===== config.mk =====
export PLATFORM = sky130hd
export DESIGN_NAME = branch_cond_unit
export DESIGN_NICKNAME = d
export VERILOG_FILES = /design/src/rtl/branch_cond_unit.sv
export SDC_FILE = /design/constraint.sdc
export NUM_CORES = 1
export LEC_CHECK = 0
export CORE_MARGIN = 2
export CORE_UTILIZATION = 54
export CTS_BUF_LIST = sky130_fd_sc_hd__clkbuf_8 sky130_fd_sc_hd__clkbuf_16
export CTS_CLUSTER_SIZE = 30
export DETAILED_ROUTE_END_ITERATION = 10
export PLACE_DENSITY = 0.88
export SETUP_SLACK_MARGIN = 0.1
export SLEW_MARGIN = 20
export SYNTH_ARGS = -nofsm -noshare
export SYNTH_HDL_FRONTEND = slang
export SYNTH_SLANG_ARGS = --single-unit
export TNS_END_PERCENT = 30

===== constraint.sdc =====
create_clock -name clk -period 5.4 [get_ports clk]
set_input_delay 1.62 -clock clk [delete_from_list [all_inputs] [get_ports clk]]
set_output_delay 1.62 -clock clk [all_outputs]
set_load 0.05 [all_outputs]

===== src/rtl/branch_cond_unit.sv =====
// ----------------------------------------------------------------------------
// branch_cond_unit
//
// Resolves conditional branches against the z/v/n flags of the 16-bit ALU.
// Flags from flag-setting ALU ops are held in a small flag register with a
// valid bit. Branch requests arrive over a valid/ready handshake. A request
// whose condition needs flags waits until the flag register is valid. The
// resolved next PC is then offered over a second valid/ready handshake.
//
// Ports
//   clk        clock, all state updates on the rising edge
//   rst        asynchronous active-high reset
//   flag_inv   flag-setting ALU op issued; flags become not-valid
//   flag_we    flag-setting ALU op completes; capture z/v/n
//   z, v, n    ALU zero / signed-overflow / negative flags
//   br_req     branch request valid
//   br_ready   unit can accept a request (high only in IDLE)
//   br_cond    condition code (EQ NE LT GE LE GT ALWAYS NEVER)
//   br_target  PC if taken
//   br_fall    PC if not taken
//   flush      abandon any branch in progress
//   res_valid  resolution available
//   res_ready  consumer accepts resolution
//   res_taken  branch taken
//   res_pc     next PC
//   taken_cnt  saturating count of taken resolutions
// ----------------------------------------------------------------------------
module branch_cond_unit #(
    parameter int PC_W = 16
) (
    input  logic            clk,
    input  logic            rst,
    input  logic            flag_inv,
    input  logic            flag_we,
    input  logic            z,
    input  logic            v,
    input  logic            n,
    input  logic            br_req,
    output logic            br_ready,
    input  logic [2:0]      br_cond,
    input  logic [PC_W-1:0] br_target,
    input  logic [PC_W-1:0] br_fall,
    input  logic            flush,
    output logic            res_valid,
    input  logic            res_ready,
    output logic            res_taken,
    output logic [PC_W-1:0] res_pc,
    output logic [15:0]     taken_cnt
);

    typedef enum logic [1:0] {
        S_IDLE = 2'd0,
        S_WAIT = 2'd1,
        S_DONE = 2'd2
    } state_t;

    state_t state_q, state_d;

    // flag register
    logic fz_q, fv_q, fn_q, fvalid_q;

    // latched branch request
    logic [2:0]      cond_q;
    logic [PC_W-1:0] target_q;
    logic [PC_W-1:0] fall_q;

    // registered results
    logic            res_valid_q;
    logic            res_taken_q;
    logic [PC_W-1:0] res_pc_q;
    logic [15:0]     taken_cnt_q;

    // datapath control
    logic            accept;
    logic            uncond;
    logic            resolve_now;
    logic            load_taken;
    logic [PC_W-1:0] load_pc;

    function automatic logic cond_eval(input logic [2:0] c,
                                       input logic fz, input logic fv,
                                       input logic fn);
        logic lt;
        logic r;
        lt = fn ^ fv;
        r  = 1'b0;
        case (c)
            3'b000:  r = fz;
            3'b001:  r = ~fz;
            3'b010:  r = lt;
            3'b011:  r = ~lt;
            3'b100:  r = fz | lt;
            3'b101:  r = ~fz & ~lt;
            3'b110:  r = 1'b1;
            default: r = 1'b0;
        endcase
        return r;
    endfunction

    // ------------------------------------------------------------------
    // FSM: state register
    // ------------------------------------------------------------------
    always_ff @(posedge clk or posedge rst) begin
        if (rst) begin
            state_q <= S_IDLE;
        end else begin
            state_q <= state_d;
        end
    end

    // ------------------------------------------------------------------
    // FSM: next-state logic. flush overrides everything, including a
    // request presented in IDLE the same cycle.
    // ------------------------------------------------------------------
    always_comb begin
        state_d = state_q;
        if (flush) begin
            state_d = S_IDLE;
        end else begin
            case (state_q)
                S_IDLE: begin
                    if (br_req) begin
                        // ALWAYS/NEVER need no flags and resolve at accept
                        state_d = (br_cond[2:1] == 2'b11) ? S_DONE : S_WAIT;
                    end
                end
                S_WAIT: begin
                    // only the registered valid bit counts; a flag_inv this
                    // cycle does not block, and flag_we is not bypassed
                    if (fvalid_q) begin
                        state_d = S_DONE;
                    end
                end
                S_DONE: begin
                    if (res_ready) begin
                        state_d = S_IDLE;
                    end
                end
                default: state_d = S_IDLE;
            endcase
        end
    end

    // ------------------------------------------------------------------
    // FSM: output decode
    // ------------------------------------------------------------------
    always_comb begin
        br_ready = (state_q == S_IDLE);
    end

    // ------------------------------------------------------------------
    // Result selection: a result is loaded exactly when DONE is entered
    // ------------------------------------------------------------------
    always_comb begin
        accept      = (state_q == S_IDLE) && br_req && !flush;
        uncond      = (br_cond[2:1] == 2'b11);
        resolve_now = 1'b0;
        load_taken  = 1'b0;
        load_pc     = '0;
        if (accept && uncond) begin
            resolve_now = 1'b1;
            load_taken  = ~br_cond[0];
            load_pc     = load_taken ? br_target : br_fall;
        end else if ((state_q == S_WAIT) && fvalid_q && !flush) begin
            resolve_now = 1'b1;
            load_taken  = cond_eval(cond_q, fz_q, fv_q, fn_q);
            load_pc     = load_taken ? target_q : fall_q;
        end
    end

    // ------------------------------------------------------------------
    // Flag register. With flag_inv and flag_we together the data is
    // captured but stays invalid: a newer producer owns the flags.
    // ------------------------------------------------------------------
    always_ff @(posedge clk or posedge rst) begin
        if (rst) begin
            fz_q     <= 1'b0;
            fv_q     <= 1'b0;
            fn_q     <= 1'b0;
            fvalid_q <= 1'b0;
        end else begin
            if (flag_we) begin
                fz_q <= z;
                fv_q <= v;
                fn_q <= n;
            end
            if (flag_inv) begin
                fvalid_q <= 1'b0;
            end else if (flag_we) begin
                fvalid_q <= 1'b1;
            end
        end
    end

    // ------------------------------------------------------------------
    // Request latch
    // ------------------------------------------------------------------
    always_ff @(posedge clk or posedge rst) begin
        if (rst) begin
            cond_q   <= 3'b000;
            target_q <= '0;
            fall_q   <= '0;
        end else if (accept) begin
            cond_q   <= br_cond;
            target_q <= br_target;
            fall_q   <= br_fall;
        end
    end

    // ------------------------------------------------------------------
    // Result registers and taken counter
    // ------------------------------------------------------------------
    always_ff @(posedge clk or posedge rst) begin
        if (rst) begin
            res_valid_q <= 1'b0;
            res_taken_q <= 1'b0;
            res_pc_q    <= '0;
            taken_cnt_q <= 16'h0000;
        end else begin
            res_valid_q <= (state_d == S_DONE);
            // result held stable while in DONE: only loaded on DONE entry
            if (resolve_now) begin
                res_taken_q <= load_taken;
                res_pc_q    <= load_pc;
                if (load_taken && (taken_cnt_q != 16'hFFFF)) begin
                    taken_cnt_q <= taken_cnt_q + 16'h0001;
                end
            end
        end
    end

    assign res_valid = res_valid_q;
    assign res_taken = res_taken_q;
    assign res_pc    = res_pc_q;
    assign taken_cnt = taken_cnt_q;

endmodule


# Word level (Yosys, flattened, before mapping)

Index checks and enable logic that the tools add are counted.

Logic and storage cells: 60
Output and inout bits: 35
Register bits: 75

Bitwise operators: 6
Mux-type cells: 19
Equal/unequal tests: 11
Reductions and logical operators: 11
$add $sub $neg: 1

Operators with widths:

| kind                                                             | count |
|---|---|
| 16-bit two-way mux                                               | 4 |
| 16-bit by 1-bit adder with 16-bit output (second input constant) | 1 |
| 16-bit != test (second input constant)                           | 1 |
| 2-bit two-way mux                                                | 5 |
| 3-bit == test (second input constant)                            | 3 |
| 1-bit two-way mux                                                | 8 |
| 1-bit one-hot mux with 7 select lines                            | 1 |
| 2-bit == test (second input constant)                            | 3 |
| 3-bit by 2-bit == test with 1-bit output (second input constant) | 2 |
| 1-bit logical AND                                                | 6 |
| 2-bit one-hot mux with 3 select lines                            | 1 |
| 3-bit by 1-bit == test with 1-bit output (second input constant) | 1 |
| 3-bit logical NOT                                                | 1 |
| 1-bit inverter                                                   | 3 |
| 2-bit by 1-bit == test with 1-bit output (second input constant) | 1 |
| 2-bit logical NOT                                                | 1 |
| 2-bit AND reduction                                              | 1 |
| 2-bit nonzero test                                               | 1 |
| 1-bit bitwise AND                                                | 1 |
| 1-bit logical NOT                                                | 1 |
| 1-bit bitwise OR                                                 | 1 |
| 1-bit bitwise XOR                                                | 1 |

# Logic depth before layout (Yosys ltp)

Depth after elaboration: 10
Gate-level depth with buffers: 8
Depth with buffers taken out: 5

# Worst setup path before layout

OpenSTA, ideal clock, no wires.

Path kind: in2reg
From: in flush
To: reg taken_cnt_q[1], in the netlist taken_cnt[1]
Library setup time: 0.128 ns
Stages on the path: 7
Slack: 2.122 ns
Path buffers: 2
Arrival: 3.150 ns
Cell sequence: nor4b_2 -> buf_4 -> or3b_1 -> o41a_4 -> buf_6 -> a21oi_2 -> mux2_1

Word-level cells in the longest chain between the ends: 6

Ends and longest elaborated chain:

| element                                                       | line     | RTL |
|---|---|---|
| start, declared                                               | 43       | `input logic flush,` |
| 1-bit logical NOT *                                           | 155, 164 |  |
| 1-bit logical AND (on tied branches)                          | 164, 155 |  |
| 1-bit two-way mux / 1-bit logical AND (equally long branches) | 164, 160 |  |
| 1-bit two-way mux                                             | 160      | `if (accept && uncond) begin` |
| 1-bit logical AND                                             | 225      | `if (load_taken && (taken_cnt_q != 16'hFFFF)) begin` |
| 2-bit AND reduction (no line) *                               | n/a      |  |
| end signal, assigned                                          | 226      | `taken_cnt_q <= taken_cnt_q + 16'h0001;` |
| end, declared                                                 | 71       | `logic [15:0] taken_cnt_q;` |

Every way passes the cells marked *; elsewhere a longest branch is shown, timed or not.
A chain may end at the register's enable or synchronous reset.

# Final worst setup path

From: in flush
To: reg taken_cnt_q[10], in the netlist taken_cnt[10]

Same word-level chain as after synthesis.

==> impl_results.md <==
- Syn Area/Cell: 12.2 um2
- Netlist cell types: 40
- Via/cell ratio: 5.73
- RSZ-0062 raised after global routing: false
- Share of layout cells above drive strength 1: 0.194
- DR vias: 2626
- Drt pass-1 iters: 4
- First-pass GRT wire length: 13000 um
- Static leakage: 2.02 nW
- Diode count: 0
- Seq/Total Area, Yosys: 0.523
- Slew of the pin with the lowest slew margin: 857 ps
- Status: finished, final reports clean
- Vias in the first global route: 2706
- CTS Buf Count: 9
- Nature of the critical path endpoint: flip-flop
- # setup viols final: 0
- CTS tree: done
- Post-Syn Instances: 295
- Clock Path Buffers: 2
- Setup TNS: 0 ps
- Worst Setup Start Kind: input port
- GRT overflow: 0
- Synthesis Warnings: 0
- Initial Utilization: 0.562
- HPWL after DPL: 5460 um
- Hold buffer count at CTS: 0
- # resized after CTS: 0
- Cell Area, Synth: 3590 um2
- Relative slew slack: 0.426
- Critical path arrival: 4050 ps
- Util after Layout: 0.732
- Die area: 7320 um2
- Worst r2r path cells: 6
- Final Cycle Share: 0.708
- Core Region: 6390 um2
- Syn_nets: 341
- Clk Latency, worst-skew pair: 350 ps
- Area growth, synth to finish: 30.2%
- # IOs: 80
- Routed Antenna Nets: 0
- Post-CTS Setup Inserts: 0
- H-tree level count: 3
- Largest net degree at the start of global routing: 43
- # DRC: 0
- Hold depth: 2
- Critical path class: input port to flip-flop
- Port-buffer cells: 79
- Net count, final: 423
- Fmax: 261 MHz
- Routability cong.: 0.777
- Root Driver: clkbuf_8
- Core Rows: 29
- Fin crit period: 3830 ps
- VDD IR-drop max: 0.000323 V
- Clock skew: 8.97 ps
- Final Hold Fails: 0
- Post-Route WL: 7900 um
- Data required, critical path: 5620 ps
- CTS Sinks: 75
- R2R setup slack: 2850 ps
- WL/cell: 17.2 um
- Pwr dens: 415 nW/um2
- Violation count after the first detailed-route iteration: 141
- Initial antenna violation count: 0
- Total GRT Usage: 0.227
- Worst hold-check path type: flip-flop to flip-flop
- Final Max Tran Viols: 0
- Max FO, Critical Path: 37
- Die W: 85.5 um
- #FFs+latches synth: 75
- Clk slew on worst S/H paths: 80 ps
- Max-cap violations: 0
- Die Span Y: 85.5 um
## worst max-delay path: stages
cell and delay (ps):
clkdlybuf4s50_1 520, nor4b_4 250, buf_4 450, or3b_1 440, o41a_4 200, a21oi_1 190
mux2_1 350
## logic make-up (layout without fill, tap and decap cells)
logic type	count (synthesis)	after routing	synth area share
flops	75	75	0.523
compound gates	55	55	0.109
simple gates	58	58	0.0823
buf+inv	17	103	0.0234
fa+ha+maj	1	1	0.00348
xor+xnor	16	16	0.0411
mux	73	73	0.218
## power breakdown
part | switching [W] | total (W) | internal (W)
Combinational | 0.000407 | 0.000694 | 0.000288
Clock | 0.000201 | 0.000470 | 0.000269
Sequential | 0.0000892 | 0.000775 | 0.000686
## placed cells by master (no fill, tap or decap), types with 2 or more instances in the layout
cell type,count
dfrtp_1,75
a211oi_2,4
nor2_1,24
nor3b_1,3
o21ai_1,16
a2111oi_2,4
bufinv_16,2
nand2_1,11
buf_4,6
nor2b_1,2
clkdlybuf4s50_1,79
xor2_1,12
a21oi_1,20
mux2i_1,32
inv_1,2
mux2_2,38
clkinv_2,2
nand3_1,6
clkbuf_8,10
and4_1,2
a211oi_1,3
mux2_1,3
and3_1,2
xnor2_1,3
o211ai_1,2
## state kept, by name, summed over array words and instances, names as in the netlist
register	count
cond_q	3
fall_q	16
fn_q	1
fv_q	1
fvalid_q	1
fz_q	1
res_pc	16
res_taken	1
res_valid	1
state_q	2
taken_cnt	16
target_q	16
## cells in the mapped netlist (all sizes together)
cell type / number / area [um2]
a2111oi: 4 / 60.1
a211oi: 7 / 72.6
a21oi: 21 / 109
a32oi: 1 / 8.76
and2: 1 / 6.26
and3: 2 / 12.5
and4: 2 / 17.5
buf: 4 / 35.0
clkbuf: 10 / 37.5
dfrtp: 75 / 1880
ha: 1 / 12.5
inv: 3 / 11.3
mux2: 41 / 462
mux2i: 32 / 320
nand2: 11 / 41.3
nand3: 6 / 30.0
nand4: 1 / 6.26
nor2: 24 / 90.1
nor2b: 2 / 12.5
nor3: 2 / 15.0
nor3b: 3 / 22.5
nor4b: 1 / 15.0
o2111ai: 1 / 8.76
o211ai: 2 / 15.0
o21a: 1 / 7.51
o21ai: 16 / 80.1
o41a: 1 / 21.3
o41ai: 1 / 8.76
or3: 1 / 6.26
or3b: 2 / 20.0
xnor2: 4 / 42.6
xor2: 12 / 105
## stage by stage
step	instance area [um2]	power [W]	setup WS, ps	hold WS [ps]	cells
after floorplan	3590	0.00124	1870	480	295
after CTS	4670	0.00195	1600	505	458
after global routing	4670	0.00203	1440	525	458
after global placement	4460	0.00146	1320	477	443
final	4670	0.00194	1570	507	458
after detailed placement	4460	0.00148	1220	487	443
## final timing paths
kind                            start             to
max reg2reg                state_q[1]  taken_cnt[10]
min reg2reg                res_pc[14]     res_pc[14]
max                             flush  taken_cnt[10]
min                        res_pc[14]     res_pc[14]
max in group asynchronous         rst      res_pc[7]
min in group asynchronous         rst   taken_cnt[9]
## cell type report
class,instances,area (um2)
clock inverter,5,77.6
timing repair buffer,85,836
sequential,75,1880
inverter,3,11.3
multi-input combinational,203,1640
tap,77,96.3
clock buffer,10,138
fill,449,1710
## routing by layer
metal	up-vias	global-route usage	share of wire
met5	-	0	0
met4	0	0.0909	0.013
met3	9	0.0472	0.048
met2	65	0.377	0.51
met1	1334	0.293	0.43
li1	1218	-	-
Note: power is estimated with default switching activity, not from simulation.
